--- src/rtl/merge_pkg.sv ---
// merge_pkg: shared types and default parameters for the grant merge stage.
//   merge_state_t : sequencing states of the merge FSM
//   DEF_*         : default packet width, grant queue depth, counter width
package merge_pkg;

    typedef enum logic [1:0] {
        IDLE  = 2'd0,   // nothing in flight, waiting for a queued grant
        FETCH = 2'd1,   // granted source's ready is up, waiting for its packet
        SEND  = 2'd2    // packet held on the output port until accepted
    } merge_state_t;

    localparam int DEF_WIDTH  = 33;
    localparam int DEF_GDEPTH = 4;
    localparam int DEF_CNT_W  = 16;

endpackage

--- src/rtl/grant_fifo.sv ---
// grant_fifo: small synchronous FIFO holding arbiter grant decisions.
//   clk, rst_n : clock, asynchronous active-low reset
//   push, din  : write strobe and data (ignored while full)
//   pop, dout  : read strobe (ignored while empty) and head-of-queue data
//   full/empty : occupancy status
//   count      : current occupancy, one bit wider than the pointers
// DEPTH must be a power of two so the pointers wrap by plain overflow.
module grant_fifo #(
    parameter int WIDTH = 1,
    parameter int DEPTH = 4
) (
    input  logic                     clk,
    input  logic                     rst_n,
    input  logic                     push,
    input  logic [WIDTH-1:0]         din,
    input  logic                     pop,
    output logic [WIDTH-1:0]         dout,
    output logic                     full,
    output logic                     empty,
    output logic [$clog2(DEPTH):0]   count
);

    localparam int AW = $clog2(DEPTH);
    localparam logic [AW:0] FULL_CNT = (AW+1)'(DEPTH);

    logic [WIDTH-1:0] mem [DEPTH];
    logic [AW-1:0]    wr_ptr;
    logic [AW-1:0]    rd_ptr;
    logic             push_ok;
    logic             pop_ok;

    assign full    = (count == FULL_CNT);
    assign empty   = (count == '0);
    assign push_ok = push && !full;
    assign pop_ok  = pop && !empty;
    assign dout    = mem[rd_ptr];

    // NOTE: storage is not reset; an entry is only ever read after it has
    // been written, so clearing the array would add reset fan-out for nothing.
    always_ff @(posedge clk) begin
        if (push_ok) begin
            mem[wr_ptr] <= din;
        end
    end

    // NOTE: state updates use non-blocking assignments so every flop samples
    // pre-edge values regardless of statement order.
    always_ff @(posedge clk or negedge rst_n) begin
        if (!rst_n) begin
            wr_ptr <= '0;
            rd_ptr <= '0;
            count  <= '0;
        end else begin
            if (push_ok) begin
                wr_ptr <= wr_ptr + 1'b1;
            end
            if (pop_ok) begin
                rd_ptr <= rd_ptr + 1'b1;
            end
            // Simultaneous push and pop leaves occupancy unchanged.
            unique case ({push_ok, pop_ok})
                2'b10:   count <= count + 1'b1;
                2'b01:   count <= count - 1'b1;
                default: count <= count;
            endcase
        end
    end

endmodule

--- src/rtl/grant_merge.sv ---
// grant_merge: consumer-side merge stage for the two-way request arbiter.
// Queues 1-bit grant decisions and forwards exactly one packet from the
// granted source per grant, in grant order, onto a single output port.
//   clk, rst_n                 : clock, asynchronous active-low reset
//   g_valid/g_ready/g_sel      : grant input channel (g_sel = winning source)
//   dN_valid/dN_ready/dN_data  : source N packet channels (N = 0, 1)
//   o_valid/o_ready/o_data     : forwarded packet channel
//   o_src                      : source index of the packet on o_data
//   cnt0/cnt1                  : wrapping count of packets forwarded per source
//   gq_full/gq_empty           : grant queue status
module grant_merge
    import merge_pkg::*;
#(
    parameter int WIDTH  = DEF_WIDTH,
    parameter int GDEPTH = DEF_GDEPTH,
    parameter int CNT_W  = DEF_CNT_W
) (
    input  logic             clk,
    input  logic             rst_n,
    input  logic             g_valid,
    output logic             g_ready,
    input  logic             g_sel,
    input  logic             d0_valid,
    output logic             d0_ready,
    input  logic [WIDTH-1:0] d0_data,
    input  logic             d1_valid,
    output logic             d1_ready,
    input  logic [WIDTH-1:0] d1_data,
    output logic             o_valid,
    input  logic             o_ready,
    output logic [WIDTH-1:0] o_data,
    output logic             o_src,
    output logic [CNT_W-1:0] cnt0,
    output logic [CNT_W-1:0] cnt1,
    output logic             gq_full,
    output logic             gq_empty
);

    merge_state_t               state;
    merge_state_t               state_n;
    logic                       cur_sel;
    logic                       cur_sel_n;
    logic                       gq_head;
    logic                       gq_pop;
    logic                       gq_has;
    logic [$clog2(GDEPTH):0]    gq_count;
    logic                       load;
    logic                       done;
    logic                       fetch_hit;

    // No push-through when full: acceptance depends on registered occupancy
    // only, so a pop in the same cycle does not reopen the queue.
    assign g_ready = !gq_full;

    grant_fifo #(
        .WIDTH (1),
        .DEPTH (GDEPTH)
    ) u_fifo (
        .clk   (clk),
        .rst_n (rst_n),
        .push  (g_valid),
        .din   (g_sel),
        .pop   (gq_pop),
        .dout  (gq_head),
        .full  (gq_full),
        .empty (gq_empty),
        .count (gq_count)
    );

    // The head entry is meaningful whenever occupancy is non-zero; entries
    // pushed this cycle are not visible until the next one.
    assign gq_has = (gq_count != '0);

    // The registered readies already encode which source is selected, so the
    // handshake itself tells FETCH that the packet has arrived.
    assign fetch_hit = (d0_valid && d0_ready) || (d1_valid && d1_ready);

    // NOTE: every signal driven here gets a default first, so no path through
    // the case leaves one unassigned and no latch is inferred.
    always_comb begin
        state_n   = state;
        cur_sel_n = cur_sel;
        gq_pop    = 1'b0;
        load      = 1'b0;
        done      = 1'b0;
        unique case (state)
            IDLE: begin
                if (gq_has) begin
                    gq_pop    = 1'b1;
                    cur_sel_n = gq_head;
                    state_n   = FETCH;
                end
            end
            FETCH: begin
                if (fetch_hit) begin
                    load    = 1'b1;
                    state_n = SEND;
                end
            end
            SEND: begin
                if (o_ready) begin
                    done = 1'b1;
                    if (gq_has) begin
                        gq_pop    = 1'b1;
                        cur_sel_n = gq_head;
                        state_n   = FETCH;
                    end else begin
                        state_n = IDLE;
                    end
                end
            end
            default: state_n = IDLE;
        endcase
    end

    // Readies and o_valid are computed from the next state so they are true
    // flops aligned with the state they describe; no input reaches an output
    // combinationally.
    always_ff @(posedge clk or negedge rst_n) begin
        if (!rst_n) begin
            state    <= IDLE;
            cur_sel  <= 1'b0;
            d0_ready <= 1'b0;
            d1_ready <= 1'b0;
            o_valid  <= 1'b0;
            o_data   <= '0;
            o_src    <= 1'b0;
            cnt0     <= '0;
            cnt1     <= '0;
        end else begin
            state    <= state_n;
            cur_sel  <= cur_sel_n;
            d0_ready <= (state_n == FETCH) && !cur_sel_n;
            d1_ready <= (state_n == FETCH) && cur_sel_n;
            o_valid  <= (state_n == SEND);
            if (load) begin
                o_data <= cur_sel ? d1_data : d0_data;
                o_src  <= cur_sel;
            end
            // Counters wrap naturally at 2^CNT_W.
            if (done) begin
                if (o_src) begin
                    cnt1 <= cnt1 + 1'b1;
                end else begin
                    cnt0 <= cnt0 + 1'b1;
                end
            end
        end
    end

endmodule

--- config.mk ---
export PLATFORM = sky130hd
export DESIGN_NAME = grant_merge
export DESIGN_NICKNAME = d
export VERILOG_FILES = /design/src/rtl/merge_pkg.sv /design/src/rtl/grant_fifo.sv /design/src/rtl/grant_merge.sv
export SDC_FILE = /design/constraint.sdc
export NUM_CORES = 1
export LEC_CHECK = 0
export CAP_MARGIN = 20
export CORE_ASPECT_RATIO = 1.75
export CORE_MARGIN = 3
export CORE_UTILIZATION = 44
export DETAILED_ROUTE_END_ITERATION = 7
export PLACE_DENSITY = 0.8
export SETUP_SLACK_MARGIN = 0.4
export SYNTH_ARGS = -nofsm -noshare
export SYNTH_HDL_FRONTEND = slang
export SYNTH_SLANG_ARGS = --single-unit
export TNS_END_PERCENT = 1
--- constraint.sdc ---
create_clock -name clk -period 2.9 [get_ports clk]
set_input_delay 0.435 -clock clk [delete_from_list [all_inputs] [get_ports clk]]
set_output_delay 0.435 -clock clk [all_outputs]
set_load 0.01 [all_outputs]
==> impl_metrics.env <==
export IMPL_postSynth_asyncResetShare_pct=95.2
export IMPL_ys_seq_area_share_pct=54.9
export IMPL_cts_tree="yes"
export IMPL_fmax_mhz=442
export IMPL_drive_gt1_share_pct=6.35
export IMPL_ys_types=39
export IMPL_cts_reportedPaths_clkPinSlew_ns=0.06
export IMPL_dieHeight_um=129
export IMPL_nNetsFinal=564
export IMPL_ys_top_cells_by_area="dfrtp_1 (52%), mux2i_1 (8.9%), xnor2_1 (5.5%), a21oi_1 (4.6%), nor2_1 (3.9%)"
export IMPL_yosysMostFrequentCell="dfrtp_1"
export IMPL_pre_cts_slack_ns=0.289
export IMPL_syn_num_nets=419
export IMPL_synth_edf_count=4
export IMPL_area_delta_synth_final_pct=48.1
export IMPL_critPathRequiredTime_ns=3.16
export IMPL_peakVddDrop_mv=0.547
export IMPL_dp_cells=587
export IMPL_io_pins=145
export IMPL_grt_pass1_vias=3132
export IMPL_synth_commonest_cells="dfrtp_1 (79), nor2_1 (40), a21oi_1 (35), mux2i_1 (34), xnor2_1 (24)"
export IMPL_fin_setup_tns_ns=0
export IMPL_grt_antenna_before_repair=0
export IMPL_grt_ovfl_total=0
export IMPL_fillers=643
export IMPL_netlist_area_leader_share_pct=51.8
export IMPL_worst_slew_pin_slew_ns=0.975
export IMPL_wl_um=9120
export IMPL_min_period_ns=2.26
export IMPL_fin_util_pct=67.6
export IMPL_drc=0
export IMPL_core_area_um2=8370
export IMPL_clk_path_buf_depth=2
export IMPL_die_x_um=76.4
export IMPL_port_buffers=144
export IMPL_worstSkewPairLatency_ns=0.33
export IMPL_dr_pass1_iters=4
export IMPL_setup_ws_ns=0.638
export IMPL_cp_arrival_ns=2.52
export IMPL_netlist_area_um2=3820
export IMPL_via_count=3010
export IMPL_cts_max_level=3
export IMPL_outcome="completed"
export IMPL_worstSetupEndpointType="register"
export IMPL_numClockSinks=83
export IMPL_slew_violations=0
export IMPL_ys_warn_count=0
export IMPL_setup_viol=0
export IMPL_cts_buffers=9
export IMPL_root_buffer="clkbuf_16"
export IMPL_max_slew_margin_pct=35.0
export IMPL_critPathMaxFanout=5
export IMPL_dp_hpwl_um=7150
export IMPL_dr_first_iter_drc_count=106
export IMPL_drv_cap=0
export IMPL_start_util_pct=45.6
export IMPL_ys_seq_elements=83
export IMPL_fin_cells=603
export IMPL_synth_area_leader_cell="dfrtp_1"
export IMPL_postSynthAreaPerCell_um2=11.3
export IMPL_row_count=44
export IMPL_ctsResizeCount=0
export IMPL_finalClockSkew_ns=0.00422
export IMPL_rsz0062_at_grt="no"
export IMPL_grt_max_degree=59
export IMPL_die_area_um2=9880
export IMPL_synth_cells=338
export IMPL_diodes=0
export IMPL_hold_buffers=0
export IMPL_leakage_nw=2.47
export IMPL_ant_nets=0
export IMPL_power_density_nw_per_um2=877
export IMPL_grt_use_total_pct=19.5
export IMPL_critical_path_class="input port to register"
export IMPL_grt_pass1_wl_um=15000
export IMPL_gp_congestion=0.834
export IMPL_post_cts_setup_buffers=0
export IMPL_hold_violations=0
export IMPL_synthFlopType="dfrtp_1"
export IMPL_min_period_over_period_pct=78.0
export IMPL_routed_via_density=4.99
export IMPL_hp_class="input port to asynchronous set/reset pin"
export IMPL_cp_start_kind="input port"
export IMPL_r2r_slack_ns=0.72
export IMPL_wl_per_cell_um=15.1
cells by family after synthesis:
kind of cell               synth area share [%]
AOI/OAI and AO/OA                          5.70
muxes                                      10.1
xor gates and xnor gates                   8.25
adders and majority gates                  2.82
DFF                                        54.9
and+or+nand+nor                            15.2
buffers and inverters                      3.01
report_power, final:
part / switching, mW / internal, mW / total, mW
registers: 0.385 / 1.55 / 1.93
logic: 0.886 / 1.11 / 1.99
clock network: 0.413 / 0.624 / 1.04
layer usage:
| metal | up-vias | routed length [µm] | global-route usage, % |
|---|---|---|---|
| met1 | 1446 | 3220 | 19.9 |
| met4 | 0 | 287 | 11.2 |
| met5 | - | 0 | 0 |
| met2 | 95 | 5120 | 36.3 |
| met3 | 18 | 486 | 4.52 |
| li1 | 1451 | - | - |
through the flow:
step           hold WS [ns]  area [µm²]  total power, mW
2_1_floorplan         0.139        3820             2.96
3_3_place_gp          0.428        5380             3.87
3_5_place_dp          0.434        5380             3.97
4_1_cts              0.0728        5660             5.03
5_1_grt              0.0927        5660             5.31
6_report             0.0694        5660             4.96
state kept, by name, indices dropped and copies added, names as in the netlist:
name,flops
cnt0,16
cnt1,16
cur_sel,1
d0_ready,1
d1_ready,1
o_data,33
o_src,1
o_valid,1
state,2
u_fifo.count,3
u_fifo.mem,4
u_fifo.rd_ptr,2
u_fifo.wr_ptr,2
cells in the final DEF (no fill, tap or decap), types with 3 or more instances in the layout:
cell type,synthesis,routed
a21oi_1,35,35
a22oi_1,3,3
and3_1,6,6
buf_4,1,4
clkbuf_1,1,3
clkbuf_16,0,9
clkdlybuf4s50_1,0,143
dfrtp_1,79,78
edfxtp_1,4,4
ha_1,7,7
inv_1,12,12
mux2i_1,34,34
nand2_1,20,20
nand3_1,12,12
nand4_1,7,7
nor2_1,40,40
nor3_1,4,4
xnor2_1,24,24
xor2_1,12,12
final timing paths:
path                              endpoint  cells after the start       startpoint
min in group clk                  cnt1[15]                      1         cnt1[15]
min reg2reg                       cnt1[15]                      1         cnt1[15]
min                                cnt1[7]                      1            rst_n
max in group asynchronous       o_data[24]                      2            rst_n
max reg2reg                u_fifo.count[2]                     10  u_fifo.count[0]
max                        u_fifo.count[2]                      9          o_ready
critical path, cell delays in order:
cell and delay [ns]:
clkdlybuf4s50_1 0.58, and2b_1 0.25, nor3_2 0.17, ha_1 0.23, inv_1 0.07, fa_1 0.38, xor2_1 0.15, nor2_1 0.11
xor2_1 0.14
final cells by class:
type | count | area (µm²) | area share (%)
sequential | 83 | 2100 | 37.1
multi-input combinational | 229 | 1610 | 28.5
timing repair buffer | 148 | 1480 | 26.2
clock buffer | 14 | 264 | 4.67
tap | 115 | 144 | 2.54
inverter | 12 | 45.0 | 0.796
clock inverter | 2 | 10.0 | 0.177
Note: power is estimated with default switching activity, not from simulation.
